<file path="src/rtl/vga_pkg.sv">
// Shared VGA timing constants, RGB12 field layout and coordinate width for
// the 640x480@60 Hz display path.
`timescale 1ns/1ps
package vga_pkg;

   localparam int COORD_W = 10;

   // Default 640x480@60 Hz timing, in pixels and lines
   localparam int DEF_CLK_DIV = 4;
   localparam int DEF_H_VIS   = 640;
   localparam int DEF_H_FP    = 16;
   localparam int DEF_H_SYNC  = 96;
   localparam int DEF_H_BP    = 48;
   localparam int DEF_V_VIS   = 480;
   localparam int DEF_V_FP    = 10;
   localparam int DEF_V_SYNC  = 2;
   localparam int DEF_V_BP    = 33;

   localparam int H_TOTAL      = DEF_H_VIS + DEF_H_FP + DEF_H_SYNC + DEF_H_BP;
   localparam int V_TOTAL      = DEF_V_VIS + DEF_V_FP + DEF_V_SYNC + DEF_V_BP;
   localparam int H_SYNC_START = DEF_H_VIS + DEF_H_FP;
   localparam int H_SYNC_END   = H_SYNC_START + DEF_H_SYNC - 1;
   localparam int V_SYNC_START = DEF_V_VIS + DEF_V_FP;
   localparam int V_SYNC_END   = V_SYNC_START + DEF_V_SYNC - 1;

   // RGB12 is packed {R[11:8], G[7:4], B[3:0]}
   localparam int RGB_FIELD_W = 4;
   localparam int RGB_R_LSB   = 8;
   localparam int RGB_G_LSB   = 4;
   localparam int RGB_B_LSB   = 0;

   typedef struct packed {
      logic [RGB_FIELD_W-1:0] r;
      logic [RGB_FIELD_W-1:0] g;
      logic [RGB_FIELD_W-1:0] b;
   } rgb12_t;

   function automatic logic in_span(input logic [COORD_W-1:0] c,
                                    input int lo, input int hi);
      return (int'(c) >= lo) && (int'(c) <= hi);
   endfunction

endpackage

</file>
<file path="src/rtl/pixel_tick_gen.sv">
// Clock divider producing a one-clk enable every CLK_DIV clocks; shared by
// the VGA pixel path and slower game-tick logic.
`timescale 1ns/1ps
module pixel_tick_gen
   import vga_pkg::*;
#(
   parameter int CLK_DIV = DEF_CLK_DIV
) (
   input  logic clk,
   input  logic rst,
   output logic tick
);

   localparam int CNT_W = (CLK_DIV > 1) ? $clog2(CLK_DIV) : 1;

   logic [CNT_W-1:0] div_cnt;
   logic             div_last;

   assign div_last = (div_cnt == CNT_W'(CLK_DIV - 1));

   always_ff @(posedge clk or posedge rst) begin
      if (rst) begin
         div_cnt <= '0;
      end else if (div_last) begin
         div_cnt <= '0;
      end else begin
         div_cnt <= div_cnt + CNT_W'(1);
      end
   end

   // Reset leaves div_cnt at 0, so the tick stays low until CLK_DIV-1
   assign tick = div_last;

endmodule

</file>
<file path="src/rtl/vga_sync_gen.sv">
// VGA timing generator: pixel tick, h/v beam counters, registered sync and
// blanked colour. Define VGA_PIPE2_EN for a second sync/video_on stage.
`timescale 1ns/1ps
module vga_sync_gen
   import vga_pkg::*;
#(
   parameter int CLK_DIV = DEF_CLK_DIV,
   parameter int H_VIS   = DEF_H_VIS,
   parameter int H_FP    = DEF_H_FP,
   parameter int H_SYNC  = DEF_H_SYNC,
   parameter int H_BP    = DEF_H_BP,
   parameter int V_VIS   = DEF_V_VIS,
   parameter int V_FP    = DEF_V_FP,
   parameter int V_SYNC  = DEF_V_SYNC,
   parameter int V_BP    = DEF_V_BP
) (
   input  logic               clk,
   input  logic               rst,
   input  logic [11:0]        rgb_in,
   output logic [COORD_W-1:0] pixel_x,
   output logic [COORD_W-1:0] pixel_y,
   output logic               video_on,
   output logic               pix_tick,
   output logic               frame_start,
   output logic [3:0]         vgaRED,
   output logic [3:0]         vgaGREEN,
   output logic [3:0]         vgaBLUE,
   output logic               Hsync,
   output logic               Vsync
);

   localparam int LINE_LEN    = H_VIS + H_FP + H_SYNC + H_BP;
   localparam int FRAME_LINES = V_VIS + V_FP + V_SYNC + V_BP;
   localparam int HS_FIRST    = H_VIS + H_FP;
   localparam int HS_LAST     = HS_FIRST + H_SYNC - 1;
   localparam int VS_FIRST    = V_VIS + V_FP;
   localparam int VS_LAST     = VS_FIRST + V_SYNC - 1;

   logic [COORD_W-1:0] h_cnt;
   logic [COORD_W-1:0] v_cnt;
   logic               h_end;
   logic               v_end;
   logic               hs_now;
   logic               vs_now;
   rgb12_t             rgb_src;

   pixel_tick_gen #(
      .CLK_DIV (CLK_DIV)
   ) u_pixel_tick_gen (
      .clk  (clk),
      .rst  (rst),
      .tick (pix_tick)
   );

   assign h_end = (h_cnt == COORD_W'(LINE_LEN - 1));
   assign v_end = (v_cnt == COORD_W'(FRAME_LINES - 1));

   // Beam position, advanced once per pixel period
   always_ff @(posedge clk or posedge rst) begin
      if (rst) begin
         h_cnt <= '0;
         v_cnt <= '0;
      end else if (pix_tick) begin
         if (h_end) begin
            h_cnt <= '0;
            v_cnt <= v_end ? '0 : v_cnt + COORD_W'(1);
         end else begin
            h_cnt <= h_cnt + COORD_W'(1);
         end
      end
   end

   assign pixel_x     = h_cnt;
   assign pixel_y     = v_cnt;
   assign video_on    = (h_cnt < COORD_W'(H_VIS)) && (v_cnt < COORD_W'(V_VIS));
   assign frame_start = pix_tick && h_end && v_end;

   assign hs_now  = ~in_span(h_cnt, HS_FIRST, HS_LAST);
   assign vs_now  = ~in_span(v_cnt, VS_FIRST, VS_LAST);
   assign rgb_src = rgb12_t'(rgb_in);

`ifdef VGA_PIPE2_EN
   logic   hsync_p1;
   logic   vsync_p1;
   logic   von_p1;
   logic   hsync_p2;
   logic   vsync_p2;
   rgb12_t rgb_p2;

   // Stage 1: beam-derived sync and visibility of the current coordinate
   always_ff @(posedge clk or posedge rst) begin
      if (rst) begin
         hsync_p1 <= 1'b1;
         vsync_p1 <= 1'b1;
         von_p1   <= 1'b0;
      end else if (pix_tick) begin
         hsync_p1 <= hs_now;
         vsync_p1 <= vs_now;
         von_p1   <= video_on;
      end
   end

   // Stage 2: rgb_in now belongs to the coordinate held in stage 1
   always_ff @(posedge clk or posedge rst) begin
      if (rst) begin
         hsync_p2 <= 1'b1;
         vsync_p2 <= 1'b1;
         rgb_p2   <= '0;
      end else if (pix_tick) begin
         hsync_p2 <= hsync_p1;
         vsync_p2 <= vsync_p1;
         rgb_p2   <= von_p1 ? rgb_src : '0;
      end
   end

   assign Hsync    = hsync_p2;
   assign Vsync    = vsync_p2;
   assign vgaRED   = rgb_p2.r;
   assign vgaGREEN = rgb_p2.g;
   assign vgaBLUE  = rgb_p2.b;
`else
   logic   hsync_p1;
   logic   vsync_p1;
   rgb12_t rgb_p1;

   // Stage 1: sync and blanked colour for the pre-increment coordinate
   always_ff @(posedge clk or posedge rst) begin
      if (rst) begin
         hsync_p1 <= 1'b1;
         vsync_p1 <= 1'b1;
         rgb_p1   <= '0;
      end else if (pix_tick) begin
         hsync_p1 <= hs_now;
         vsync_p1 <= vs_now;
         rgb_p1   <= video_on ? rgb_src : '0;
      end
   end

   assign Hsync    = hsync_p1;
   assign Vsync    = vsync_p1;
   assign vgaRED   = rgb_p1.r;
   assign vgaGREEN = rgb_p1.g;
   assign vgaBLUE  = rgb_p1.b;
`endif

endmodule

</file>
<file path="config.mk">
export PLATFORM = sky130hd
export DESIGN_NAME = vga_sync_gen
export DESIGN_NICKNAME = d
export VERILOG_FILES = /design/src/rtl/vga_pkg.sv /design/src/rtl/pixel_tick_gen.sv /design/src/rtl/vga_sync_gen.sv
export SDC_FILE = /design/constraint.sdc
export NUM_CORES = 1
export LEC_CHECK = 0
export BUFFER_PORTS_ARGS = -buffer_cell sky130_fd_sc_hd__buf_4
export CAP_MARGIN = 10
export CORE_ASPECT_RATIO = 1.4
export CORE_MARGIN = 2
export CORE_UTILIZATION = 45
export CTS_CLUSTER_SIZE = 14
export DETAILED_ROUTE_END_ITERATION = 8
export PLACE_DENSITY = 0.73
export SKIP_CTS_REPAIR_TIMING = 1
export SLEW_MARGIN = 20
export SYNTH_ARGS = -nofsm -noshare
export SYNTH_HDL_FRONTEND = slang
export SYNTH_SLANG_ARGS = --single-unit
</file>
<file path="constraint.sdc">
create_clock -name clk -period 3.3 [get_ports clk]
set_input_delay 0.495 -clock clk [delete_from_list [all_inputs] [get_ports clk]]
set_output_delay 0.495 -clock clk [all_outputs]
set_load 0.1 [all_outputs]
</file>
After elaboration in Yosys (flattened, before gate mapping)
Cells that the tools add are included.
Cells by class
  add/subtract/negate cells: 3
  order comparisons: 6
  equal/unequal tests: 3
  muxes and demuxes: 4
  bitwise logic cells: 2
  reduce and logical (&&, ||, !) cells: 6
Operator list (count)
  10-bit by 1-bit adder with 10-bit output (second input constant): 2
  10-bit == test (second input constant): 2
  10-bit 2-to-1 mux: 2
  12-bit 2-to-1 mux: 1
  10-bit >= comparator (second input constant): 1
  10-bit by 9-bit >= comparator with 1-bit output (second input constant): 1
  10-bit less-or-equal comparator (second input constant): 1
  10-bit by 9-bit less-or-equal comparator with 1-bit output (second input constant): 1
  10-bit < comparator (second input constant): 1
  10-bit by 9-bit < comparator with 1-bit output (second input constant): 1
  1-bit logical AND: 5
  2-bit by 1-bit adder with 2-bit output (second input constant): 1
  2-bit == test (second input constant): 1
  2-bit 2-to-1 mux: 1
  1-bit NOT: 2
  2-bit AND reduction: 1
Storage, ports and cells
  register bits after elaboration: 36
  bits of input ports: 14
  output and inout port bits: 37
  logic and storage cells: 32

Depth between registers and ports, before layout
Gate-level depths: netlist of the first run.
  word-level depth: 3
  mapped depth: 7
  depth with buffers taken out: 6

Modules after synthesis
A second synthesis of the first run with hierarchy kept.
Second synthesis, totals
  cell total of the unflattened synthesis: 176
  area total of the unflattened synthesis: 1729.2 µm²
By module, submodules not included
  vga_sync_gen: times used 1, cells an instance 171, area each 1659.1 µm², sequential area each 853.3 µm²
  pixel_tick_gen: times used 1, cells an instance 5, area each 70.1 µm², sequential area each 50.0 µm²

Worst setup path before layout of the first run
OpenSTA, ideal clock, no wires.
  path type: register -> output
  start: register u_pixel_tick_gen.div_cnt[0]
  end: output port frame_start
  arrival time: 3.242 ns
  required time: 2.805 ns
  setup slack: -0.437 ns
  stages on the path, launching flop included: 6
  buffers on the path: 1
  cell sequence: dfrtp_1 -> ha_1 -> buf_2 -> and3_1 -> nand4_2 -> nor2_1
Between the ends
  cells in the longest elaborated chain, start to end: 3
RTL lines
  start, declared: line pixel_tick_gen.sv:16  | logic [CNT_W-1:0] div_cnt;
  start signal, assigned: line pixel_tick_gen.sv:27  | div_cnt <= div_cnt + CNT_W'(1);
  2-bit == test: line pixel_tick_gen.sv:19  | assign div_last = (div_cnt == CNT_W'(CLK_DIV - 1));
  via pix_tick: line vga_sync_gen.sv:23  | output logic pix_tick,
  1-bit logical AND (2 in series): line vga_sync_gen.sv:76  | assign frame_start = pix_tick && h_end && v_end;
  end, declared: line vga_sync_gen.sv:24  | output logic frame_start,
The timed path passes the listed nets, and every way through them passes these cells.

Final worst setup path of the first run
  start: register v_cnt[1], in the netlist pixel_y[1]
  end: output port frame_start
Between the ends
  cells in the longest elaborated chain, start to end: 2
RTL lines
  start, declared: line vga_sync_gen.sv:40  | logic [COORD_W-1:0] v_cnt;
  start signal, assigned: line vga_sync_gen.sv:66  | v_cnt <= v_end ? '0 : v_cnt + COORD_W'(1);
  10-bit == test: line vga_sync_gen.sv:56  | assign v_end = (v_cnt == COORD_W'(FRAME_LINES - 1));
  1-bit logical AND: line vga_sync_gen.sv:76
No other way between the ends.

==> results of run 1 <==
layout make-up:
type                       instances  area (sq um)
timing repair buffer              53           398
sequential                        36           903
inverter                          21          78.8
clock buffer                       8          90.1
tap                               42          52.6
multi-input combinational        115           738
fill                             345          1450
worst paths after layout:
kind | to | cells after the start | slack [ns]
worst max-delay path | frame_start | 6 | 0.76
worst min-delay path | pixel_y[3] | 3 | 0.31
worst max register to register | pixel_y[6] | 5 | 1.47
worst min register to register | u_pixel_tick_gen.div_cnt[0] | 1 | 0.42
max in group asynchronous | Hsync | 3 | 2.64
min in group clk | u_pixel_tick_gen.div_cnt[0] | 1 | 0.42
per-layer routing:
| layer | vias up | part of all wire | global-route usage |
|---|---|---|---|
| li1 | 721 | - | - |
| met1 | 670 | 0.41 | 0.210 |
| met4 | 0 | 0.024 | 0.0907 |
| met2 | 43 | 0.52 | 0.302 |
| met5 | - | 0 | 0 |
| met3 | 10 | 0.045 | 0.0362 |
cells by family after synthesis:
group	Yosys count
buffers and inverters	28
AND/OR/NAND/NOR	69
flip-flops	36
AO/OA/AOI/OAI	29
XOR/XNOR	11
multiplexers	1
adder cells (fa/ha/maj)	5
cells in the mapped netlist (all sizes together):
master   number  area (sq um)
dfrtp        34           851
nand2        25           101
inv          21          78.8
o22ai        13          81.3
nor2         10          37.5
xnor2         8          70.1
nand3         7          35.0
o21ai         7          35.0
nand4         6          50.0
ha            5          62.6
and2          4          25.0
and3          4          25.0
buf           4          32.5
nor3          4          25.0
clkbuf        3          11.3
nor4          3          18.8
o31ai         3          27.5
xor2          3          26.3
a21oi         2          10.0
dfstp         2          52.6
nor4b         2          32.5
a21boi        1          7.51
a22oi         1          7.51
a2bb2oi       1          8.76
a41oi         1          8.76
and4          1          8.76
mux2i         1          10.0
nand2b        1          6.26
nand3b        1          7.51
or4           1          7.51
per-stage QoR:
stage | std cells | hold slack (ns)
6_report | 275 | 0.313
5_1_grt | 275 | 0.350
4_1_cts | 275 | 0.330
3_5_place_dp | 267 | 0.416
3_3_place_gp | 267 | 0.413
2_1_floorplan | 179 | 0.403
flip-flops by register name, indices dropped and copies added, names as in the netlist:
signal	flops
Hsync	1
Vsync	1
pixel_x	10
pixel_y	10
u_pixel_tick_gen.div_cnt	2
vgaBLUE	4
vgaGREEN	4
vgaRED	4
power by group through the flow:
| stage | registers [mW] | clock network [mW] | logic [mW] |
|---|---|---|---|
| floorplan | 0.516 | 0 | 0.0134 |
| global placement | 0.460 | 0 | 0.0981 |
| detailed placement | 0.461 | 0 | 0.0987 |
| CTS | 0.453 | 0.323 | 0.0990 |
| global route | 0.453 | 0.343 | 0.102 |
| finish | 0.453 | 0.312 | 0.0975 |
worst reg2reg max path: stages, from the launching register on:
cell and delay, ns:
sky130_fd_sc_hd__dfrtp_1 0.41, sky130_fd_sc_hd__ha_1 0.21, sky130_fd_sc_hd__and3_1 0.27, sky130_fd_sc_hd__and4_1 0.50, sky130_fd_sc_hd__nand4_1 0.17, sky130_fd_sc_hd__xnor2_1 0.15
==> run summary, run 1 <==
The flow ran to the end, and the final reports show no timing, DRC or antenna violations. The sequential element share of the synthesized area came out at 0.513. The run gives 49 as the starting DRC count in detailed routing. Internal power comes to 0.643 mW. For this run, design rule violations remaining after detail routing come to 0.

The run gives 0.113 as the combinational share of power. The most frequent standard cell in the layout excluding fill and tap cells was sky130_fd_sc_hd__buf_4. The finished cells cover 2260 sq um.

The cell at the slowest stage of the critical path was sky130_fd_sc_hd__dfrtp_1. The worst setup path is captured at an output pin. The net load switching power was 0.219 mW.

TritonCTS created 5 clock buffers. The fraction of the cycle the final worst path needs is 0.769, and the count of different cell masters after synthesis is 37. The end-of-flow core utilization was 0.610; the number of failing setup endpoints in the final timing report was 0.

The clock period minus worst slack was 2.54 ns; the final number of max-transition violations was 0. At the pin with the least slew margin, the transition time is 0.447 ns. The area added between synthesis and finish is 28.3%, and the global-route total usage across every layer is 0.178. Dividing total power by cell area gives a power density of 381 nW/um^2. After legalization and detailed placement, the total HPWL measured 2680 um.

The floorplan step defined a die boundary enclosing 4440 sq um. The detailed-router iteration count before antenna repair came out at 4. The portion of total power attributed to the clock network came out at 0.362. The number of maximum-capacitance violations came out at 0.

For the relative contribution of sequential cells to total power, the log shows 0.525. The via count of the first global-routing pass is 1399, and the global-route wire length before repair is 6290 um. The share of synthesized area spent on multiplexers works out to 0.00568. In the routed layout, each cell is associated on average with a via count of 5.25. The library cells used most frequently in the layout, excluding fill and tap cells, are sky130_fd_sc_hd__buf_4 (53), sky130_fd_sc_hd__dfrtp_1 (34), sky130_fd_sc_hd__nand2_1 (24). Together, buffers and inverters on the worst path number 2. The number of port buffers is 50.

The buffer cell driving the clock tree root was sky130_fd_sc_hd__clkbuf_8. The largest single stage delay on the critical path is 0.44 ns. For the number of placed I/O pins, the log shows 51. The data arrival time of the critical path was 2.04 ns; the number of register bits inferred by synthesis was 36.

Antenna diode instance count: 0. The routed design has 3690 um of wire. The average wire length per cell after detail routing is 13.4 um. The main combinational cell family by area after synthesis was simple AND/OR/NAND/NOR gates.

The post-synthesis simple-gate area fraction works out to 0.216. Type of the worst setup path: reg2out. STA classifies the critical path startpoint as a flip-flop.

The switching part of the total came out at 0.254. At the later pin of the worst-skew pair, clock insertion delay measures 0.28 ns. For this design the static power due to leakage is 1.06 nW. Along the worst path, the maximum fanout reaches 7.

At the placement stage, the worst setup path has a slack of 1.14 ns. The pin count of the biggest net entering global routing was 37; the tightest slew margin relative to the limit was 0.702. Yosys printed 0 warnings. Clock-pin slew was measured on the worst setup and hold paths at 0.07 ns. The fraction of synthesized cell area in xor and xnor cells came out at 0.0547.

Setup repair after global routing left no endpoint under its margin. Walking the worst path, the cells encountered are inv_1 > ha_1 > nor4b_1 > nand4_2 > nor2_2 > buf_4. STA puts the critical path data required time at 2.80 ns. Type of the most critical hold path: in2async. TritonCTS built the clock tree. For this run, the top clock speed supported by timing is 394 MHz. For this run the aggregate overflow at the end of global routing stands at 0. The run gives 36 as the total clock sinks. The run gives 1760 sq um as the cell area after synthesis. The width of the die was 56.9 um. For the final routed database, the setup TNS stands at 0 ns.

Ratio of cells with drive above 1 in the final layout: 0.292. The area inside the core boundary came out at 3710 sq um. The initial antenna violation count was 0; the average size of a mapped cell was 9.84 sq um. The maximum buffer depth of the clock tree was 2.

The floorplan has 26 rows. Summing all placed instances gives a cell area of 2170 sq um. The count of nets left with antenna violations once routing finished came out at 0. The final layout contains 251 nets. The compound-gate portion of the synthesized area was 0.106.

The initial core utilization was 0.475; the synthesized instance count was 179. In this run the worst setup path begins at pixel_y[1]. Once routing completed, OpenROAD measured the worst setup slack at 0.762 ns. The setup skew after layout was 0.00587 ns. The floorplan step set the die height to 78.0 um. IR analysis of the VDD net gives a maximum drop of 331 uV. The total number of vias was 1444. The share of synthesized cell area in full adder, half adder and majority cells works out to 0.0355. Family with the most delay on the worst path: simple AND/OR/NAND/NOR gates.

The worst flop-to-flop path startpoint was pixel_x[0]. The congestion estimate from routability-driven global placement came to 0.793. The H-tree depth is 2. Hold violation total from the final report: 0.

Power comes to 0.862 mW. The number of nets handed over by synthesis was 198.
No activity file was read; power rests on OpenSTA's default activity.
==> run 2, diff against run 1 <==
PLACE_DENSITY = 0.76   (was 0.73)
clock period = 2.1 ns   (was 3.3 ns; I/O delays follow)
==> run 2 against run 1 <==
Count of clock-buffer cells in the layout did not move. Sequential cell count did not move. Clock skew barely moved. Critical endpoint unchanged. Total power rose by 62%. Via count rose by 2.1%. Die area did not move. Final cell count rose by 1.8%. Highest routed layer unchanged. Critical path depth did not move. Largest cell class unchanged. Non-clock buffer count rose by 5. Worst setup slack got worse by 0.67 ns. Sequential power rose by 57%.
==> run summary, run 2 (synthesis results as in run 1) <==
The flow ran to the end, and the final reports show no timing, DRC or antenna violations. The global-route wire length before repair is 6610 um, and the post-route standard cell area excluding fillers is 2420 sq um. Traced cell by cell, the critical path runs through inv_2 > ha_1 > nor4b_4 > nand4_4 > nor2_4 > buf_12. The detailed router finished its first iteration with 76 violations.

Once detail routing completed, the nets flagged for antenna violations numbered 0. The clock tree synthesis step divided the H-tree into 2 levels. The die height was 78.0 um; the routability congestion estimate was 0.872. The final layout contains 256 nets.

The clock slew at the register clock pins of the worst setup and hold paths came out at 0.07 ns. Data arrives at the worst endpoint at 1.69 ns. Once detailed placement completed, the half-perimeter wirelength came to 2740 um. Input and output buffers added on the ports amount to 50. The hold violation total from the final report was 0; the combinational share of power was 0.110. The ratio of cells with drive above 1 in the final layout was 0.420; the total number of vias was 1475. The logs give 0 for the initial antenna violation count and 0 for the remaining global-route overflow. Delay of the slowest cell on the worst path: 0.52 ns. TritonCTS built the clock tree. Tightest slew margin relative to the limit: 0.704. The width of the die is 56.9 um. The tools report the initial core utilization as 0.475. The critical path starts at pixel_y[0]. The kind of start point of the critical path was a flip-flop. The number of failing setup endpoints in the final timing report is 0.

For the detailed-router iteration count before antenna repair, the log shows 4. The initialized floorplan defines 26 standard-cell rows. VDD sags by at most 529 uV. The final number of max-transition violations came out at 0. The critical-path maximum fanout was 7. The run gives 0.510 as the relative contribution of sequential cells to total power. The worst slack on hold paths came out at 0.139 ns. The number of placed I/O pins came out at 51. The die covers 4440 sq um.

After detailed placement, the total cell area comes to 2270 sq um. Buffer cell driving the clock tree root: sky130_fd_sc_hd__clkbuf_8. The global-route total usage across every layer came out at 0.184.

The fraction of the cycle the final worst path needs is 0.956. In this run the deepest clock path goes through 2 buffers. The area growth from synthesis to layout is 37.6%. The later pin in the worst-skew pair is clocked with a latency of 0.28 ns.

For this run, design rule violations remaining after detail routing come to 0. The internal power of the cells totals 1.04 mW. Area inside the core boundary: 3710 sq um. The tools report the required time reported for the critical path endpoint as 1.78 ns. The switching part of the total is 0.252, and the sum of negative setup slack is 0 ns. In the final routed layout, each cell accounts on average for 13.7 um. Setup repair after global routing could not meet its margin everywhere. Total power for the finished layout comes to 1.39 mW.

The analysis attributes to net switching a power of 0.351 mW. The via density per instance was 5.27; the total clock buffers created by CTS was 5. Entering global routing, the biggest net connects 37 pins. At the pin with the least slew margin, the transition time is 0.444 ns. For this design the ratio of total power to cell area is 574 nW/um^2. Worst flop-to-flop path startpoint: pixel_y[0].

For the final database, setup skew stands at 0.00630 ns. The via count of the first global-routing pass was 1485. The worst setup path is captured at an output pin.

The clock period minus worst slack came out at 2.01 ns. The logs give 3840 um for the sum of routed wire length over all layers and 1.08 nW for the static leakage. The number of antenna diodes in the final layout is 0.

For the portion of total power attributed to the clock network, the log shows 0.380. Max-cap violations in this run came to 0. Most frequent standard cell in the layout excluding fill and tap cells: sky130_fd_sc_hd__buf_4. In the layout the commonest cells are sky130_fd_sc_hd__buf_4 (56), sky130_fd_sc_hd__nand2_1 (24), sky130_fd_sc_hd__inv_1 (18).

The cell at the slowest stage of the critical path was sky130_fd_sc_hd__dfrtp_4. For the total clock sinks, the log shows 36. The worst setup path is of the reg2out kind. The tools report the fmax as 498 MHz.

The type of the most critical hold path is in2async. The filler cells instantiated in the layout total 326.
==> run 2: area by class of cell <==
class                      instances  area (sq um)  share of cell area
sequential                        36           948               0.391
multi-input combinational        115           790               0.326
timing repair buffer              58           452               0.186
clock buffer                       8           100              0.0413
inverter                          21          82.6              0.0341
tap                               42          52.6              0.0217
==> run 2: power groups by stage <==
stage	Sequential (mW)	Clock, mW	Combinational (mW)
after floorplan	0.811	0	0.0210
after global placement	0.724	0	0.153
after global routing	0.711	0.579	0.161
final	0.710	0.529	0.153
after detailed placement	0.724	0	0.155
after CTS	0.710	0.549	0.155
==> run 2: path summary, 6_finish.rpt <==
check | end | slack (ns) | cells past startpoint
max in group asynchronous | pixel_y[6] | 1.61 | 3
setup reg to reg | pixel_y[3] | 0.29 | 8
hold / removal | pixel_y[0] | 0.14 | 3
hold reg to reg | Hsync | 0.49 | 2
setup / recovery | frame_start | 0.09 | 6
min in group clk | vgaGREEN[0] | 0.29 | 3
==> run 2: worst max-delay path: cells and delay by family, from the launching register on <==
kind / cells / cell delay (ns)
adder cells (fa/ha/maj): 1 / 0.13
buffers and inverters: 2 / 0.25
flip-flops: 1 / 0.52
AND/OR/NAND/NOR: 3 / 0.51
==> run 2: through the flow <==
step	instances	worst slack, ns	util
5_1_grt	280	-0.0178	0.654
2_1_floorplan	179	-0.0358	-
6_report	280	0.0932	0.654
3_5_place_dp	267	0.215	0.612
4_1_cts	275	-0.102	0.639
3_3_place_gp	267	0.249	0.612
==> run 2: metal layers <==
layer	GRT usage	up-vias	share of wire
li1	-	725	-
met2	0.310	49	0.50
met1	0.225	695	0.43
met5	0	-	0
met4	0.0721	0	0.015
met3	0.0445	6	0.060
